<file path="config.mk">
export PLATFORM = sky130hd
export DESIGN_NAME = l1route_src_scheduler
export DESIGN_NICKNAME = d
export VERILOG_FILES = /design/src/rtl/l1route_pkg.sv /design/src/rtl/l1route_valid_delay.sv /design/src/rtl/l1route_src_scheduler.sv
export SDC_FILE = /design/constraint.sdc
export NUM_CORES = 1
export LEC_CHECK = 0
export CAP_MARGIN = 40
export CORE_AREA = 3 3 67 94
export CTS_CLUSTER_SIZE = 20
export DETAILED_ROUTE_END_ITERATION = 12
export DIE_AREA = 0 0 70 97
export HOLD_SLACK_MARGIN = 0.02
export PLACE_DENSITY = 0.83
export SETUP_SLACK_MARGIN = 0.4
export SYNTH_ARGS = -nofsm -noshare
export SYNTH_HDL_FRONTEND = slang
export SYNTH_SLANG_ARGS = --single-unit
</file>
<file path="constraint.sdc">
create_clock -name sys_clk -period 6 [get_ports sys_clk]
set_input_delay 0.9 -clock sys_clk [delete_from_list [all_inputs] [get_ports sys_clk]]
set_output_delay 0.9 -clock sys_clk [all_outputs]
set_load 0.02 [all_outputs]
</file>
<file path="src/rtl/l1route_pkg.sv">
// Shared constants, encodings and shift-factor helpers for the L1 route source scheduler.
package l1route_pkg;

  localparam int STRIDE_UNIT_SIZE      = 51;
  localparam int STRIDE_WIDTH          = 5;
  localparam int BITWIDTH_SHIFT_FACTOR = $clog2(STRIDE_UNIT_SIZE - 1);
  localparam int LEN_W                 = 4;
  localparam int QSN_LATENCY           = 2;
  localparam int SHIFT_W               = STRIDE_WIDTH * BITWIDTH_SHIFT_FACTOR;

  // First illegal shift value for one stride group.
  localparam logic [BITWIDTH_SHIFT_FACTOR-1:0] SHIFT_LIMIT = BITWIDTH_SHIFT_FACTOR'(STRIDE_UNIT_SIZE);

  localparam logic SRC_IN0 = 1'b0;
  localparam logic SRC_IN1 = 1'b1;

  typedef enum logic {
    ST_IDLE  = 1'b0,
    ST_ISSUE = 1'b1
  } state_e;

  // Replace every out-of-range stride field by zero.
  function automatic logic [SHIFT_W-1:0] clamp_shift(input logic [SHIFT_W-1:0] sf);
    logic [SHIFT_W-1:0] r;
    r = sf;
    for (int k = 0; k < STRIDE_WIDTH; k++) begin
      if (sf[k*BITWIDTH_SHIFT_FACTOR +: BITWIDTH_SHIFT_FACTOR] >= SHIFT_LIMIT) begin
        r[k*BITWIDTH_SHIFT_FACTOR +: BITWIDTH_SHIFT_FACTOR] = '0;
      end
    end
    return r;
  endfunction

  // True when any stride field cannot address a 51-entry permutation.
  function automatic logic shift_out_of_range(input logic [SHIFT_W-1:0] sf);
    logic bad;
    bad = 1'b0;
    for (int k = 0; k < STRIDE_WIDTH; k++) begin
      if (sf[k*BITWIDTH_SHIFT_FACTOR +: BITWIDTH_SHIFT_FACTOR] >= SHIFT_LIMIT) begin
        bad = 1'b1;
      end
    end
    return bad;
  endfunction

endpackage

</file>
<file path="src/rtl/l1route_valid_delay.sv">
// Fixed-depth shift register carrying {valid, src, last} alongside the QSN shifter pipeline.
module l1route_valid_delay #(
  parameter int DEPTH = 2
) (
  input  logic clk,
  input  logic clr,
  input  logic valid_i,
  input  logic src_i,
  input  logic last_i,
  output logic valid_o,
  output logic src_o,
  output logic last_o,
  output logic any_valid_o
);

  logic [DEPTH-1:0] valid_q, valid_d;
  logic [DEPTH-1:0] src_q, src_d;
  logic [DEPTH-1:0] last_q, last_d;

  // Shift every stage one place toward the output each cycle.
  always_comb begin
    valid_d    = valid_q;
    src_d      = src_q;
    last_d     = last_q;
    valid_d[0] = valid_i;
    src_d[0]   = src_i;
    last_d[0]  = last_i;
    for (int i = 1; i < DEPTH; i++) begin
      valid_d[i] = valid_q[i-1];
      src_d[i]   = src_q[i-1];
      last_d[i]  = last_q[i-1];
    end
  end

  // Stage registers; clear flushes the whole pipeline.
  always_ff @(posedge clk) begin
    if (clr) begin
      valid_q <= '0;
      src_q   <= '0;
      last_q  <= '0;
    end else begin
      valid_q <= valid_d;
      src_q   <= src_d;
      last_q  <= last_d;
    end
  end

  assign valid_o     = valid_q[DEPTH-1];
  assign src_o       = src_q[DEPTH-1];
  assign last_o      = last_q[DEPTH-1];
  assign any_valid_o = |valid_q;

endmodule

</file>
<file path="src/rtl/l1route_src_scheduler.sv">
// Round-robin burst arbiter and beat sequencer for the shared-input multi-source L1 route.
// Handshake: a request is accepted in the cycle where reqN_valid_i & reqN_ready_o; ready is a
// combinational grant offered only in IDLE (unheld) or on the unheld last beat of a burst, and
// the requester must keep valid and its fields stable until accepted.
import l1route_pkg::*;

module l1route_src_scheduler (
  input  logic               sys_clk,
  input  logic               rst,
  input  logic               req0_valid_i,
  output logic               req0_ready_o,
  input  logic [SHIFT_W-1:0] req0_shift_i,
  input  logic [LEN_W-1:0]   req0_len_i,
  input  logic               req1_valid_i,
  output logic               req1_ready_o,
  input  logic [SHIFT_W-1:0] req1_shift_i,
  input  logic [LEN_W-1:0]   req1_len_i,
  input  logic               hold_i,
  output logic               sw_in_src_o,
  output logic [SHIFT_W-1:0] shift_factor_o,
  output logic               beat_rd0_o,
  output logic               beat_rd1_o,
  output logic               issue_valid_o,
  output logic [LEN_W-1:0]   beat_idx_o,
  output logic               out_valid_o,
  output logic               out_src_o,
  output logic               out_last_o,
  output logic               busy_o,
  output logic               err_o
);

  state_e             state_q, state_d;
  logic               rr_q, rr_d;
  logic               src_q, src_d;
  logic [LEN_W-1:0]   len_q, len_d;
  logic [LEN_W-1:0]   cnt_q, cnt_d;
  logic [SHIFT_W-1:0] shift_q, shift_d;
  logic               err_q, err_d;

  logic               issue, last_beat, window, contested;
  logic               grant0, grant1, accept, grant_src;
  logic [SHIFT_W-1:0] acc_shift;
  logic               pipe_any_valid;

  // Grant window, round-robin arbitration, and next burst/FSM state.
  always_comb begin
    issue     = (state_q == ST_ISSUE) && !hold_i;
    last_beat = issue && (cnt_q == len_q);
    window    = ((state_q == ST_IDLE) && !hold_i) || last_beat;
    contested = req0_valid_i && req1_valid_i;
    grant0    = window && req0_valid_i && (!req1_valid_i || (rr_q == SRC_IN0));
    grant1    = window && req1_valid_i && (!req0_valid_i || (rr_q == SRC_IN1));
    accept    = grant0 || grant1;
    grant_src = grant1 ? SRC_IN1 : SRC_IN0;
    acc_shift = grant1 ? req1_shift_i : req0_shift_i;

    state_d = state_q;
    rr_d    = rr_q;
    src_d   = src_q;
    len_d   = len_q;
    cnt_d   = cnt_q;
    shift_d = shift_q;
    err_d   = err_q;

    if (accept) begin
      state_d = ST_ISSUE;
      src_d   = grant_src;
      len_d   = grant1 ? req1_len_i : req0_len_i;
      cnt_d   = '0;
      shift_d = clamp_shift(acc_shift);
      err_d   = err_q | shift_out_of_range(acc_shift);
      if (contested) rr_d = ~grant_src;
    end else if (last_beat) begin
      state_d = ST_IDLE;
      cnt_d   = '0;
    end else if (issue) begin
      cnt_d = cnt_q + LEN_W'(1);
    end
  end

  // Scheduler state registers.
  always_ff @(posedge sys_clk) begin
    if (rst) begin
      state_q <= ST_IDLE;
      rr_q    <= SRC_IN0;
      src_q   <= SRC_IN0;
      len_q   <= '0;
      cnt_q   <= '0;
      shift_q <= '0;
      err_q   <= 1'b0;
    end else begin
      state_q <= state_d;
      rr_q    <= rr_d;
      src_q   <= src_d;
      len_q   <= len_d;
      cnt_q   <= cnt_d;
      shift_q <= shift_d;
      err_q   <= err_d;
    end
  end

  l1route_valid_delay #(
    .DEPTH (QSN_LATENCY)
  ) u_valid_delay (
    .clk         (sys_clk),
    .clr         (rst),
    .valid_i     (issue),
    .src_i       (src_q),
    .last_i      (last_beat),
    .valid_o     (out_valid_o),
    .src_o       (out_src_o),
    .last_o      (out_last_o),
    .any_valid_o (pipe_any_valid)
  );

  assign req0_ready_o   = grant0;
  assign req1_ready_o   = grant1;
  assign sw_in_src_o    = src_q;
  assign shift_factor_o = shift_q;
  assign issue_valid_o  = issue;
  assign beat_rd0_o     = issue && (src_q == SRC_IN0);
  assign beat_rd1_o     = issue && (src_q == SRC_IN1);
  assign beat_idx_o     = cnt_q;
  assign busy_o         = (state_q != ST_IDLE) || pipe_any_valid;
  assign err_o          = err_q;

endmodule

</file>
==> impl_metrics.json <==
{
  "outcome": "completed",
  "insertion_delay_ps": 300,
  "viasPerCell": 5.54,
  "async_reset_ff_frac": 0,
  "clock_path_buffers": 2,
  "yosys.area.top_type": "dfxtp_1",
  "cp.arrival_ps": 3100,
  "cp-end-kind": "output port",
  "rows": 32,
  "cts_max_level": 2,
  "layout-drive-gt1-share": 0.0486,
  "hold_violations": 0,
  "criticalPathCategory": "primary input to output port",
  "drv_cap": 0,
  "ys_ff_latch": 48,
  "grt.total_usage": 0.204,
  "fin_crit_sh": 0.667,
  "fin_skew_ps": 8.55,
  "rsz0062_at_grt": "false",
  "ys_warn_count": 0,
  "ant_nets": 0,
  "num-nets-final": 444,
  "grt_antenna_before_repair": 0,
  "postCtsSetupBuffers": 0,
  "numCtsBuffers": 5,
  "setup_violations": 0,
  "cellPowerDensity_nw_per_um2": 207,
  "p_leak_nw": 1.40,
  "synth-simple-area-share": 0.258,
  "diodes": 0,
  "die_x_um": 70,
  "min_path_type": "flip-flop to flip-flop",
  "dp_hpwl_um": 5770,
  "period_needed_ps": 4000,
  "cts_tree": "built",
  "syn_area_per_cell_um2": 9.17,
  "totalWireLength_um": 7110,
  "design.core.area_um2": 5530,
  "syn-num-nets": 328,
  "slew_headroom": 0.405,
  "synth_edf_count": 0,
  "holdBufCountCts": 0,
  "io_pins": 118,
  "first_pass_iters": 4,
  "grt_max_degree": 28,
  "fp.dieH_um": 97,
  "clock-sinks": 48,
  "fmax_mhz": 250,
  "synth_top_area_share": 0.412,
  "slew_violations": 0,
  "synthAdderAreaFrac": 0.00537,
  "gp_congestion": 0.869,
  "synth_compound_area_frac": 0.220,
  "synthMuxAreaShare": 0.0516,
  "setup_slack_ps": 2000,
  "worstMarginPinSlew_ps": 889,
  "pre_cts_slack_ps": 2020,
  "wl_per_cell_um": 16.2,
  "ys_types": 42,
  "worst-endpoint-required_ps": 5100,
  "clkTransAtPathRegs_ps": 70,
  "root_buffer": "clkbuf_8",
  "grt_pass1_vias": 2416,
  "synth_area_um2": 2330,
  "die_area_um2": 6790,
  "ys_seq_area_frac": 0.412,
  "synth_top_family_by_area": "simple AND/OR/NAND/NOR gates",
  "ir_worst_vdd_mv": 0.102,
  "yosys.area_share.xor_xnor": 0.0188,
  "areaGrowthSynthToFinish_pct": 54.6,
  "path_max_fanout": 22,
  "yosys-top-cells-area": "dfxtp_1 (41%), a221o_1 (8.2%), mux2i_1 (5.2%)",
  "drc": 0,
  "port_buffers": 117,
  "initial_core_util": 0.422,
  "synth_top_flop_cell": "dfxtp_1",
  "synth_cells": 254,
  "finalSetupTns_ps": 0,
  "dr_total_vias": 2426,
  "cts_resized": 0,
  "start_kind": "primary input",
  "detail_route.iter0.violations": 110,
  "grt_first_pass_wirelength_um": 11200,
  "gr-total-overflow": 0
}
==> cell usage in the layout, fill, tap and decap left out, types with 2 or more instances in the layout <==
cell type        instances
nand3_1                  8
and3_1                   4
clkbuf_8                 5
nand2_1                 28
and4_1                   4
dfxtp_1                 48
inv_1                    4
a211oi_1                14
nor3_1                   7
a221o_1                 19
nor2_1                  22
xor2_1                   4
nor2b_1                  4
a21oi_1                  8
and2_1                   7
nand2b_1                 2
mux2i_1                 12
clkdlybuf4s50_1        117
and2_0                   7
a31oi_1                  3
o21ai_0                 12
nor2_2                   2
nand3b_1                 4
nor4_1                   2
nor3_2                   4
a211o_1                  2
==> stage by stage <==
step                instances  cell area [um2]  utilization  hold slack [ps]  power (mW)
finish                    438             3600        0.652              440       0.747
detailed placement        431             3520        0.638              428       0.576
global route              438             3600        0.652              454       0.783
CTS                       438             3600        0.652              446       0.754
global placement          431             3520        0.638              421       0.573
floorplan                 254             2330            -              414       0.462
==> cell families (layout without fill, tap and decap cells) <==
family,count (synthesis),after routing
adder cells (fa/ha/maj),1,1
flip-flops,48,48
XOR/XNOR,5,5
AO/OA/AOI/OAI,64,64
AND/OR/NAND/NOR,111,111
buffers and inverters,13,129
multiplexers,12,12
==> power by group <==
group | leakage [nW] | internal [mW] | switching (mW) | total [mW]
Combinational | 0.968 | 0.112 | 0.102 | 0.214
Sequential | 0.393 | 0.341 | 0.0138 | 0.355
Clock | 0.0410 | 0.0793 | 0.0993 | 0.179
==> state kept, by name, indices dropped and copies added, names as in the netlist <==
name,cells
shift_factor_o,30
beat_idx_o,4
len_q,4
u_valid_delay.last_q,2
u_valid_delay.src_q,2
u_valid_delay.valid_q,2
err_o,1
rr_q,1
state_q,1
sw_in_src_o,1
==> final cells by class <==
class / instances / area [um2]
tap: 68 / 85.1
clock buffer: 6 / 72.6
fill: 486 / 1920
sequential: 48 / 961
multi-input combinational: 193 / 1290
inverter: 5 / 18.8
clock inverter: 1 / 5.00
timing repair buffer: 117 / 1170
==> worst paths after layout <==
kind	depth (start not counted)	slack, ps	startpoint	endpoint
min	1	440	u_valid_delay.src_q[0]	u_valid_delay.src_q[1]
min reg2reg	1	440	u_valid_delay.src_q[0]	u_valid_delay.src_q[1]
max reg2reg	6	3640	beat_idx_o[0]	err_o
max	5	2000	hold_i	req1_ready_o
==> cells in the mapped netlist (7+ instances only) <==
library cell and number:
dfxtp_1 48, nand2_1 28, nor2_1 22, a221o_1 19, a211oi_1 14, mux2i_1 12
o21ai_0 12, a21oi_1 8, nand3_1 8, and2_0 7, and2_1 7, nor3_1 7
==> critical path, stage by stage <==
cell,delay [ps]
clkdlybuf4s50_1,530
nand3b_1,370
nand2b_4,360
inv_2,280
clkdlybuf4s50_1,660
==> routing by layer <==
metal	track usage	vias up	wire length, um
met5	0	-	0
met4	0.0959	0	164
met3	0.0447	14	392
met2	0.385	93	4000
met1	0.208	1137	2560
li1	-	1182	-
No activity file was read; power rests on OpenSTA's default activity.
